**config.mk**
```make
export PLATFORM = sky130hd
export DESIGN_NAME = fifo_stream_reader
export DESIGN_NICKNAME = d
export VERILOG_FILES = /design/src/rtl/fifo_stream_reader.sv
export SDC_FILE = /design/constraint.sdc
export NUM_CORES = 1
export LEC_CHECK = 0
export BUFFER_PORTS_ARGS = -buffer_cell sky130_fd_sc_hd__buf_2
export CORE_AREA = 2 2 40 42
export DETAILED_ROUTE_END_ITERATION = 10
export DIE_AREA = 0 0 42 44
export PLACE_DENSITY = 0.82
export SYNTH_ARGS = -nofsm -noshare
export SYNTH_HDL_FRONTEND = slang
export SYNTH_SLANG_ARGS = --single-unit
```
**constraint.sdc**
```tcl
create_clock -name clk_i -period 2.6 [get_ports clk_i]
set_input_delay 0.39 -clock clk_i [delete_from_list [all_inputs] [get_ports clk_i]]
set_output_delay 0.39 -clock clk_i [all_outputs]
set_load 0.01 [all_outputs]
```
**src/rtl/fifo_stream_reader.sv**
```systemverilog
// Drains a fifo read port into a valid/ready stream with sop/eop framing every PKT_LEN beats.
// A 2-entry output buffer hides the fifo read latency so the stream can run at full rate.
module fifo_stream_reader #(
    parameter int unsigned DWIDTH    = 4,
    parameter bit          SHOWAHEAD = 1'b1,
    parameter int unsigned PKT_LEN   = 8
) (
    input  logic              clk_i,
    input  logic              srst_i,
    input  logic [DWIDTH-1:0] fifo_q_i,
    input  logic              fifo_empty_i,
    output logic              fifo_rdreq_o,
    output logic [DWIDTH-1:0] data_o,
    output logic              valid_o,
    input  logic              ready_i,
    output logic              sop_o,
    output logic              eop_o
);

    localparam int unsigned CntW = (PKT_LEN > 1) ? $clog2(PKT_LEN) : 1;
    localparam logic [CntW-1:0] CntMax = CntW'(PKT_LEN - 1);

    logic [1:0]        occ_q, occ_d;
    logic              inf_q, inf_d;
    logic [DWIDTH-1:0] head_q, head_d;
    logic [DWIDTH-1:0] tail_q, tail_d;
    logic [CntW-1:0]   cnt_q, cnt_d;

    logic              pop;
    logic              push;
    logic              rdreq;
    logic [2:0]        level;

    always_comb begin
        pop   = (occ_q != 2'd0) && ready_i;
        // Words owned by this block after this cycle's pop: buffered plus in flight.
        level = {1'b0, occ_q} + {2'b00, inf_q} - {2'b00, pop};
        rdreq = !fifo_empty_i && !srst_i && (level < 3'd2);
        push  = SHOWAHEAD ? rdreq : inf_q;
        inf_d = SHOWAHEAD ? 1'b0 : rdreq;

        head_d = head_q;
        tail_d = tail_q;
        unique case ({push, pop})
            2'b10: begin
                if (occ_q == 2'd0) begin
                    head_d = fifo_q_i;
                end else begin
                    tail_d = fifo_q_i;
                end
            end
            2'b01: begin
                head_d = (occ_q == 2'd2) ? tail_q : '0;
            end
            2'b11: begin
                if (occ_q == 2'd2) begin
                    head_d = tail_q;
                    tail_d = fifo_q_i;
                end else begin
                    head_d = fifo_q_i;
                end
            end
            default: ;
        endcase

        occ_d = occ_q + {1'b0, push} - {1'b0, pop};

        cnt_d = cnt_q;
        if (pop) begin
            cnt_d = (cnt_q == CntMax) ? '0 : cnt_q + 1'b1;
        end
    end

    always_ff @(posedge clk_i) begin
        if (srst_i) begin
            occ_q  <= 2'd0;
            inf_q  <= 1'b0;
            head_q <= '0;
            tail_q <= '0;
            cnt_q  <= '0;
        end else begin
            occ_q  <= occ_d;
            inf_q  <= inf_d;
            head_q <= head_d;
            tail_q <= tail_d;
            cnt_q  <= cnt_d;
        end
    end

    assign fifo_rdreq_o = rdreq;
    assign valid_o      = (occ_q != 2'd0);
    assign data_o       = head_q;
    assign sop_o        = valid_o && (cnt_q == '0);
    assign eop_o        = valid_o && (cnt_q == CntMax);

endmodule

```
* Word-level counts from Yosys, hierarchy flattened
Cells that the tools add are included.
Word-level totals: register bits after elaboration 13, logic and storage cells 39, output and inout port bits 8, input port bits 8
Cells by class: reductions and logical operators 14, magnitude comparators 1, $add $sub $neg 4, eq/ne operators 8, multiplexer cells 8
Operators with widths (count):
- $mux W4 | 5
- $pmux W4 S3 | 1
- $pmux W4 S2 | 1
- $eq A2 B2 Y1 const B | 3
- $ne A2 B2 Y1 const B | 3
- $logic_and A1 B1 Y1 | 5
- $reduce_bool A2 Y1 | 2
- $add A3 B1 Y3 const B | 1
- $eq A3 B3 Y1 const B | 1
- $logic_not A3 Y1 | 1
- $lt A3 B2 Y1 const B | 1
- $mux W3 | 1
- $reduce_and A3 Y1 | 1
- $reduce_bool A3 Y1 | 1
- $sub A2 B1 Y3 | 1
- $add A2 B1 Y2 | 1
- $eq A2 B1 Y1 const B | 1
- $logic_not A1 Y1 | 2
- $logic_not A2 Y1 | 1
- $reduce_and A2 Y1 | 1
- $sub A2 B1 Y2 | 1

* Depth between registers and ports, before layout
Gate-level depths: netlist (run 1).
depth in word-level cells 8, depth in mapped cells 8, depth with buffers taken out 8

* Worst setup path after synthesis (run 1)
No wires, ideal clock.
kind reg2reg, from register occ_q[0], to register tail_q[0], path buffers 0, stages on the path, launching flop included 8, setup time 0.128 ns, data arrival time 1.883 ns, data required time 2.472 ns, setup slack 0.589 ns, cells stage by stage dfxtp_1 > o21ai_2 > inv_2 > ha_1 > xor2_2 > a2111oi_4 > mux2i_1 > nor2_1
Between the ends: longest elaborated chain between the ends 8, elaborated cells between the ends (all ways) 14, those cells by class add/sub: 1; order compare: 1; eq/ne: 5; mux: 1; reduce/logical: 6
RTL lines:
- start: declaration | line 23 | logic [1:0] occ_q, occ_d;
- start signal: assignment | line 76 | occ_q <= 2'd0;
- start signal: assignment | line 82 | occ_q <= occ_d;
- $reduce_bool A2 Y1 * | line 35 | pop = (occ_q != 2'd0) && ready_i;
- $logic_and A1 B1 Y1 * | line 35
- net pop | line 29 | logic pop;
- $sub A2 B1 Y3 | line 37 | level = {1'b0, occ_q} + {2'b00, inf_q} - {2'b00, pop};
- $lt A3 B2 Y1 | line 38 | rdreq = !fifo_empty_i && !srst_i && (level < 3'd2);
- $logic_and A1 B1 Y1 | line 38
- $eq A2 B2 Y1 | line 44 | unique case ({push, pop})
- $ne A2 B2 Y1 (no line) / $reduce_bool A2 Y1 (equally long branches)
- $reduce_and A3 Y1 (no line)
- end signal: assignment | line 85 | tail_q <= tail_d;
- end: declaration | line 26 | logic [DWIDTH-1:0] tail_q, tail_d;
Mark *: on every way through the listed nets, which the timed path passes. The rest lies on a longest branch. A chain may end at the register's enable or synchronous reset.

* Worst setup path in the final report (run 1)
from register occ_q[0], to output fifo_rdreq_o
Between the ends: longest elaborated chain between the ends 5
RTL lines:
- $reduce_bool A2 Y1 | line 35
- $logic_and A1 B1 Y1 | line 35
- net pop | line 29
- $sub A2 B1 Y3 | line 37
- $lt A3 B2 Y1 | line 38
- $logic_and A1 B1 Y1 | line 38
- end: declaration | line 12 | output logic fifo_rdreq_o,
The timed path passes the listed nets, and every way through them passes these cells.

==> results of run 1 <==
==> layer usage <==
layer	routed length [um]	vias to the layer above
met3	65	5
met2	618	14
met1	607	259
met5	0	-
met4	36	0
li1	-	293
==> flip-flops by register name (all words and copies together), names as in the netlist <==
name / cells
cnt_q: 3
data_o: 4
occ_q: 2
tail_q: 4
==> stage by stage <==
stage	hold WS, ns	area [um^2]	instances
finish	0.363	795	107
global route	0.399	795	107
CTS	0.356	795	107
detailed placement	0.482	768	103
global placement	0.477	768	103
floorplan	0.454	677	73
==> worst max path at each step <==
stage / start / endpoint / slack (ns)
floorplan: occ_q[0]$_SDFF_PP0_ / tail_q[0]$_SDFFE_PP0P_ / 0.59
global placement: ready_i / tail_q[1]$_SDFFE_PP0P_ / 0.47
detailed placement: occ_q[0]$_SDFF_PP0_ / tail_q[1]$_SDFFE_PP0P_ / 0.39
CTS: occ_q[0]$_SDFF_PP0_ / fifo_rdreq_o / 0.33
global route: occ_q[0]$_SDFF_PP0_ / fifo_rdreq_o / 0.18
finish: occ_q[0]$_SDFF_PP0_ / fifo_rdreq_o / 0.33
==> cell usage after synthesis <==
| cell type | instances | area [um^2] |
|---|---|---|
| inv_1 | 5 | 18.8 |
| or4_1 | 1 | 7.51 |
| xnor2_1 | 1 | 8.76 |
| clkbuf_1 | 1 | 3.75 |
| nor2b_1 | 1 | 6.26 |
| mux2i_1 | 4 | 40.0 |
| and2b_1 | 1 | 7.51 |
| nor3_1 | 6 | 30.0 |
| a2111oi_4 | 1 | 27.5 |
| nand2_1 | 3 | 11.3 |
| nor2_1 | 13 | 48.8 |
| inv_2 | 1 | 3.75 |
| nor3b_1 | 2 | 15.0 |
| or2_4 | 1 | 8.76 |
| o21ai_2 | 1 | 8.76 |
| o311ai_2 | 1 | 16.3 |
| dfxtp_1 | 13 | 260 |
| a221oi_1 | 4 | 35.0 |
| and3_2 | 1 | 7.51 |
| a21o_1 | 1 | 7.51 |
| xor2_2 | 1 | 16.3 |
| ha_1 | 5 | 62.6 |
| a21oi_1 | 5 | 25.0 |
==> area by class of cell <==
cell class                 instances  share of cell area
multi-input combinational         53               0.491
inverter                           6              0.0283
clock buffer                       4              0.0331
sequential                        13               0.328
tap                               16              0.0252
timing repair buffer              15              0.0945
==> cell families after synthesis <==
logic type	Yosys count
compound gates	13
flops	13
xor+xnor	2
buf+inv	7
simple gates	29
fa+ha+maj	5
mux	4
==> critical path, cell delays in order, from the launching register on <==
cell and delay [ns]:
dfxtp_1 0.38, o21ai_2 0.29, inv_2 0.11, ha_1 0.26, xor2_2 0.23, nor2_1 0.16
buf_2 0.15
==> power by group <==
part | total, mW | leakage (nW) | switching [mW] | internal [mW]
clock | 0.127 | 0.0150 | 0.0673 | 0.0596
sequential | 0.278 | 0.106 | 0.0357 | 0.243
combinational | 0.270 | 0.234 | 0.154 | 0.115
total | 0.675 | 0.355 | 0.257 | 0.417
==> impl_metrics.env, run 1 <==
export IMPL_start_util=0.477
export IMPL_finClkSkew_ns=0.00675
export IMPL_die_x_um=42
export IMPL_met1_usage=0.189
export IMPL_clk_insertion_delay_late_ns=0.28
export IMPL_synth_fa_ha_area_frac=0.0924
export IMPL_timing_fmax_mhz=441
export IMPL_synth_top_family_by_area="simple AND/OR/NAND/NOR gates"
export IMPL_cts_resized=0
export IMPL_overflow=0
export IMPL_synth_seq_area_share=0.384
export IMPL_synth_fp_nets=86
export IMPL_peakVddDrop_v=0.000410
export IMPL_ys_types=23
export IMPL_port_buffers=15
export IMPL_dieArea_um2=1850
export IMPL_timing_rr_end="tail_q[1]$_SDFFE_PP0P_"
export IMPL_grt_pass1_vias=550
export IMPL_row_count=14
export IMPL_required_ns=2.21
export IMPL_synth_seq_cells=13
export IMPL_core_area_um2=1420
export IMPL_h_tree_depth=1
export IMPL_startpoint_type="flip-flop"
export IMPL_final_core_util=0.560
export IMPL_worst_setup_path_type="reg -> out"
export IMPL_antenna_found_initial=0
export IMPL_setup_tns_ns=0
export IMPL_setup_viol=0
export IMPL_cts_sinks=13
export IMPL_crit_fanout=6
export IMPL_avgSynthCellArea_um2=9.27
export IMPL_cts_clk_slew_worst_paths_ns=0.08
export IMPL_numCtsBuffers=3
export IMPL_min_path_cells=3
export IMPL_grt_max_degree=17
export IMPL_drive_gt1_frac=0.275
export IMPL_grt_busiest_layer="met2"
export IMPL_min_to="tail_q[2]$_SDFFE_PP0P_"
export IMPL_place_hpwl_mm=1.01
export IMPL_synth_area_um2=677
export IMPL_cts_root_buffer_cell="clkbuf_4"
export IMPL_worstPathArrival_ns=1.88
export IMPL_seqCellArea_um2=260
export IMPL_num_antenna_cells=0
export IMPL_drc=0
export IMPL_die_y_um=44
export IMPL_leakagePower_nw=0.355
export IMPL_grt_pass1_wl_mm=2.32
export IMPL_grtUsageMet3=0.0375
export IMPL_tightest_slew_ns=0.467
export IMPL_multi_input_area_um2=390
export IMPL_relSlewSlack=0.689
export IMPL_synth_compound_area_frac=0.177
export IMPL_vias=571
export IMPL_gp_congestion=0.743
export IMPL_muxShareOfSynthArea=0.0591
export IMPL_slew_violations=0
export IMPL_fin_ws_ns=0.332
export IMPL_fillers=137
export IMPL_holdCritStartpoint="fifo_q_i[2]"
export IMPL_yosysWarnings=0
export IMPL_powerDensity_nw_per_um2=850
export IMPL_final_common_cell="buf_2"
export IMPL_syn_inst=73
export IMPL_p_total_uw=675
export IMPL_syn2layout_area_growth_pct=17.4
export IMPL_ant_nets=0
export IMPL_endpoint_kind="primary output"
export IMPL_wl_mm=1.33
export IMPL_layout_common_cells="buf_2 (15), nor2_1 (13), dfxtp_1 (13)"
export IMPL_grt_use_total=0.172
export IMPL_worst_r2r_setup_slack_ns=0.39
export IMPL_cap_violations=0
export IMPL_drtIter0Drc=6
export IMPL_cts_hold_buffers=0
export IMPL_r2r_start="occ_q[0]$_SDFF_PP0_"
export IMPL_synthXorXnorAreaFrac=0.0370
export IMPL_pre_cts_slack_ns=0.391
export IMPL_wl_per_cell_um=12.4
export IMPL_synthSimpleGateAreaFrac=0.211
export IMPL_post_cts_buffers=0
export IMPL_viasPerCell=5.34
export IMPL_io_pins=16
export IMPL_rsz0062_at_grt="no"
export IMPL_hp_class="in -> reg"
export IMPL_firstDrtPassIters=4
export IMPL_worst_r2r_path_depth=7
export IMPL_status="finished, final reports clean"
export IMPL_period_minus_slack_ns=2.27
export IMPL_cts_tree="done"
export IMPL_nNetsFinal=105
export IMPL_cts_buffer_depth=2
export IMPL_timing_final_crit_share=0.872
export IMPL_finalHoldViolations=0
export IMPL_grt_use_met2=0.297
No activity file was read; power rests on OpenSTA's default activity.
==> run 2: changes to the inputs <==
--- a/config.mk
+++ b/config.mk
@@ -6,10 +6,10 @@
 export NUM_CORES = 1
 export LEC_CHECK = 0
 export BUFFER_PORTS_ARGS = -buffer_cell sky130_fd_sc_hd__buf_2
-export CORE_AREA = 2 2 40 42
+export CORE_AREA = 2 2 42 44
 export DETAILED_ROUTE_END_ITERATION = 10
-export DIE_AREA = 0 0 42 44
-export PLACE_DENSITY = 0.82
+export DIE_AREA = 0 0 44 46
+export PLACE_DENSITY = 0.78
 export SYNTH_ARGS = -nofsm -noshare
 export SYNTH_HDL_FRONTEND = slang
 export SYNTH_SLANG_ARGS = --single-unit
==> constraint.sdc (replaced) <==
create_clock -name clk_i -period 1.96 [get_ports clk_i]
set_input_delay 0.294 -clock clk_i [delete_from_list [all_inputs] [get_ports clk_i]]
set_output_delay 0.294 -clock clk_i [all_outputs]
set_load 0.01 [all_outputs]
==> impl_metrics.env, run 2 (synthesis gave the netlist of run 1 again) <==
export IMPL_cts_root_buffer_cell="clkbuf_4"
export IMPL_fin_cells=113
export IMPL_numCtsBuffers=3
export IMPL_clk_insertion_delay_late_ns=0.27
export IMPL_crit_fanout=5
export IMPL_wl_mm=1.32
export IMPL_timing_rr_end="tail_q[2]$_SDFFE_PP0P_"
export IMPL_ant_nets=0
export IMPL_period_minus_slack_ns=1.89
export IMPL_peakVddDrop_v=0.000554
export IMPL_finalHoldViolations=0
export IMPL_row_count=15
export IMPL_finClkSkew_ns=0.00476
export IMPL_p_total_uw=958
export IMPL_r2r_start="occ_q[0]$_SDFF_PP0_"
export IMPL_io_pins=16
export IMPL_dieArea_um2=2020
export IMPL_gp_congestion=0.766
export IMPL_cts_tree="done"
export IMPL_slew_violations=0
export IMPL_grt_pass1_wl_mm=2.11
export IMPL_wl_per_cell_um=11.7
export IMPL_cts_sinks=13
export IMPL_overflow=0
export IMPL_powerDensity_nw_per_um2=1090
export IMPL_place_hpwl_mm=1.07
export IMPL_timing_fmax_mhz=530
export IMPL_h_tree_depth=1
export IMPL_drc=0
export IMPL_required_ns=2.12
export IMPL_antenna_found_initial=0
export IMPL_seqCellArea_um2=264
export IMPL_nNetsFinal=110
export IMPL_num_antenna_cells=0
export IMPL_startpoint_type="flip-flop"
export IMPL_multi_input_area_um2=430
export IMPL_port_buffers=15
export IMPL_crit_path_end="tail_q[2]$_SDFFE_PP0P_"
export IMPL_grt_pass1_vias=506
export IMPL_layout_common_cells="buf_2 (15), nor2_1 (12), dfxtp_1 (12)"
export IMPL_hp_class="in -> reg"
export IMPL_timing_final_crit_share=0.963
export IMPL_post_dp_cell_area_um2=795
export IMPL_crit_start="occ_q[0]$_SDFF_PP0_"
export IMPL_vias=588
export IMPL_relSlewSlack=0.727
export IMPL_worst_r2r_path_depth=8
export IMPL_drive_gt1_frac=0.354
export IMPL_die_y_um=46
export IMPL_worstPathArrival_ns=2.05
export IMPL_finish_instance_area_um2=877
export IMPL_placed_cells=107
export IMPL_drtIter0Drc=5
export IMPL_fillers=165
export IMPL_worst_r2r_setup_slack_ns=0.07
export IMPL_grt_max_degree=15
export IMPL_grt_use_total=0.141
export IMPL_status="finished, final reports clean"
export IMPL_cts_buffer_depth=2
export IMPL_viasPerCell=5.20
export IMPL_worst_setup_path_type="reg -> reg"
export IMPL_firstDrtPassIters=3
export IMPL_final_core_util=0.543
export IMPL_cap_violations=0
export IMPL_syn2layout_area_growth_pct=29.6
export IMPL_die_x_um=44
export IMPL_setup_viol=0
export IMPL_start_util=0.419
export IMPL_endpoint_kind="flip-flop"
export IMPL_setup_tns_ns=0
export IMPL_final_common_cell="buf_2"
export IMPL_core_area_um2=1610
export IMPL_leakagePower_nw=0.384
export IMPL_cts_clk_slew_worst_paths_ns=0.07
export IMPL_tightest_slew_ns=0.409
## run 2: metrics by stage
stage               worst slack (ns)  hold WS [ns]
floorplan                     0.0349         0.373
global placement               0.109         0.469
detailed placement            0.0240         0.472
CTS                         0.000820         0.280
global route                -0.00401         0.289
finish                        0.0728         0.281
## run 2: layer usage
metal | track usage | vias up | routed length, um
li1 | - | 303 | -
met1 | 0.165 | 273 | 542
met2 | 0.256 | 12 | 728
met3 | 0.0476 | 0 | 48
met4 | 0.0182 | 0 | 0
met5 | 0 | - | 0
## run 2: worst min-delay path by stage
stage / from / end / cells after the start
floorplan: srst_i / data_o[1]$_SDFFE_PP0P_ / 1
global placement: cnt_q[2]$_SDFFE_PP0N_ / cnt_q[2]$_SDFFE_PP0N_ / 2
detailed placement: cnt_q[2]$_SDFFE_PP0N_ / cnt_q[2]$_SDFFE_PP0N_ / 2
CTS: fifo_q_i[0] / tail_q[0]$_SDFFE_PP0P_ / 3
global route: fifo_q_i[0] / tail_q[0]$_SDFFE_PP0P_ / 3
finish: fifo_q_i[0] / tail_q[0]$_SDFFE_PP0P_ / 3
## run 2: critical path, cell delays in order, from the launching register on
cell and delay [ns]:
dfxtp_4 0.37, o21ai_4 0.16, inv_2 0.09, ha_4 0.20, xor2_4 0.20, a2111oi_4 0.31, buf_4 0.19, mux2i_1 0.20
nor2_1 0.06
## run 2: repair_timing
item,4_1_cts,5_1_grt
gates resized for setup,1,6
buffers inserted,0,2
hold buffers,0,0
endpoints found under the setup margin,1,9
pin swaps,0,3
## run 2: where the power goes
part	switching, mW	internal (mW)	total [mW]
Clock	0.0796	0.0789	0.158
Combinational	0.232	0.196	0.428
Sequential	0.0460	0.326	0.372
## run 2: cell type report
cell class,count,area share
Clock buffer,4,0.0300
Timing Repair Buffer,20,0.128
Multi-Input combinational cell,53,0.491
Sequential cell,13,0.301
Inverter,6,0.0257
Tap cell,17,0.0243
==> run 3: changes to the inputs <==
--- a/config.mk
+++ b/config.mk
@@ -6,9 +6,11 @@
 export NUM_CORES = 1
 export LEC_CHECK = 0
 export BUFFER_PORTS_ARGS = -buffer_cell sky130_fd_sc_hd__buf_2
-export CORE_AREA = 2 2 42 44
+export CELL_PAD_IN_SITES_DETAIL_PLACEMENT = 0
+export CELL_PAD_IN_SITES_GLOBAL_PLACEMENT = 1
+export CORE_AREA = 2 2 48 50
 export DETAILED_ROUTE_END_ITERATION = 10
-export DIE_AREA = 0 0 44 46
+export DIE_AREA = 0 0 50 52
 export PLACE_DENSITY = 0.78
 export SYNTH_ARGS = -nofsm -noshare
 export SYNTH_HDL_FRONTEND = slang
==> impl_metrics.env, run 3 (synthesis gave the netlist of run 1 again) <==
export IMPL_cts_hold_buffers=0
export IMPL_p_total_uw=983
export IMPL_clk_insertion_delay_late_ns=0.28
export IMPL_nNetsFinal=112
export IMPL_fin_cells=126
export IMPL_powerDensity_nw_per_um2=1100
export IMPL_cts_clk_slew_worst_paths_ns=0.08
export IMPL_cts_buffer_depth=2
export IMPL_cts_tree="done"
export IMPL_viasPerCell=4.68
export IMPL_setup_viol=0
export IMPL_hold_slack_ns=0.248
export IMPL_finClkSkew_ns=0.00522
export IMPL_peakVddDrop_v=0.000580
export IMPL_multi_input_area_um2=422
export IMPL_drtIter0Drc=9
export IMPL_worst_setup_path_type="reg -> reg"
export IMPL_final_core_util=0.426
export IMPL_grt_max_degree=12
export IMPL_tightest_slew_ns=0.366
export IMPL_period_minus_slack_ns=1.88
export IMPL_grt_pass1_wl_mm=2.38
export IMPL_syn2layout_area_growth_pct=32.5
export IMPL_seqCellArea_um2=264
export IMPL_firstDrtPassIters=4
export IMPL_dieArea_um2=2600
export IMPL_h_tree_depth=1
export IMPL_core_area_um2=2110
export IMPL_drc=0
export IMPL_leakagePower_nw=0.393
export IMPL_hp_class="in -> reg"
export IMPL_vias=590
export IMPL_worstPathArrival_ns=2.06
export IMPL_relSlewSlack=0.756
export IMPL_antenna_found_initial=0
export IMPL_grt_pass1_vias=549
export IMPL_wl_mm=1.39
export IMPL_status="finished, final reports clean"
export IMPL_timing_final_crit_share=0.960
export IMPL_startpoint_type="flip-flop"
export IMPL_overflow=0
export IMPL_start_util=0.321
export IMPL_wl_per_cell_um=11.0
export IMPL_row_count=17
export IMPL_layout_common_cells="buf_2 (15), nor2_1 (13), dfxtp_1 (12)"
export IMPL_cts_sinks=13
export IMPL_die_x_um=50
export IMPL_setup_tns_ns=0
export IMPL_cap_violations=0
export IMPL_grt_use_total=0.124
export IMPL_required_ns=2.14
export IMPL_finalHoldViolations=0
export IMPL_port_buffers=15
export IMPL_gp_congestion=0.744
export IMPL_io_pins=16
export IMPL_crit_fanout=5
export IMPL_endpoint_kind="flip-flop"
export IMPL_final_common_cell="buf_2"
export IMPL_ant_nets=0
export IMPL_fillers=218
export IMPL_cts_root_buffer_cell="clkbuf_4"
export IMPL_placed_cells=118
export IMPL_drive_gt1_frac=0.347
export IMPL_num_antenna_cells=0
export IMPL_slew_violations=0
export IMPL_timing_fmax_mhz=531
export IMPL_die_y_um=52
export IMPL_numCtsBuffers=3
## run 3: timing repair
| item | in CTS | in global routing |
|---|---|---|
| buffers inserted | 0 | 4 |
| endpoints found under the setup margin | 1 | 9 |
| pin swaps | 0 | 4 |
| resized for setup | 1 | 4 |
## run 3: worst max-delay path, cell delays in order (launching register included)
cell       delay, ns
dfxtp_4         0.38
o21ai_4         0.16
inv_2           0.09
ha_4            0.19
xor2_4          0.17
a2111oi_4       0.35
buf_4           0.20
mux2i_1         0.18
nor2_1          0.05
## run 3: path summary, 6_finish.rpt
kind | startpoint | to | slack [ns] | cells past startpoint
min reg2reg | cnt_q[2]$_SDFFE_PP0N_ | cnt_q[2]$_SDFFE_PP0N_ | 0.49 | 2
min | srst_i | cnt_q[0]$_SDFFE_PP0N_ | 0.25 | 2
max | occ_q[0]$_SDFF_PP0_ | tail_q[0]$_SDFFE_PP0P_ | 0.08 | 8
max reg2reg | occ_q[0]$_SDFF_PP0_ | tail_q[0]$_SDFFE_PP0P_ | 0.08 | 8
## run 3: stage by stage
step | worst slack, ns | area, um^2
after CTS | 0.000217 | 846
after global routing | -0.0199 | 897
after floorplan | 0.0349 | 679
final | 0.0778 | 897
after detailed placement | 0.0636 | 808
after global placement | 0.101 | 808
## run 3: layout make-up
class                   count  area share
repair buffers             22       0.142
clock buffers               4      0.0293
well taps                  28      0.0391
inverters                   6      0.0251
multi-input cells          53       0.470
flip-flops and latches     13       0.294
## run 3: metal layers
| metal | vias to the layer above | GRT usage | part of all wire |
|---|---|---|---|
| met3 | 3 | 0.0230 | 0.048 |
| met2 | 13 | 0.184 | 0.49 |
| met4 | 0 | 0.0833 | 0.022 |
| met1 | 266 | 0.163 | 0.44 |
| li1 | 308 | - | - |
| met5 | - | 0 | 0 |
## run 3: where the power goes
part / switching (mW) / total [mW] / leakage [nW] / internal, mW
clock network: 0.0926 / 0.172 / 0.0150 / 0.0791
registers: 0.0450 / 0.371 / 0.107 / 0.326
logic: 0.235 / 0.441 / 0.271 / 0.206
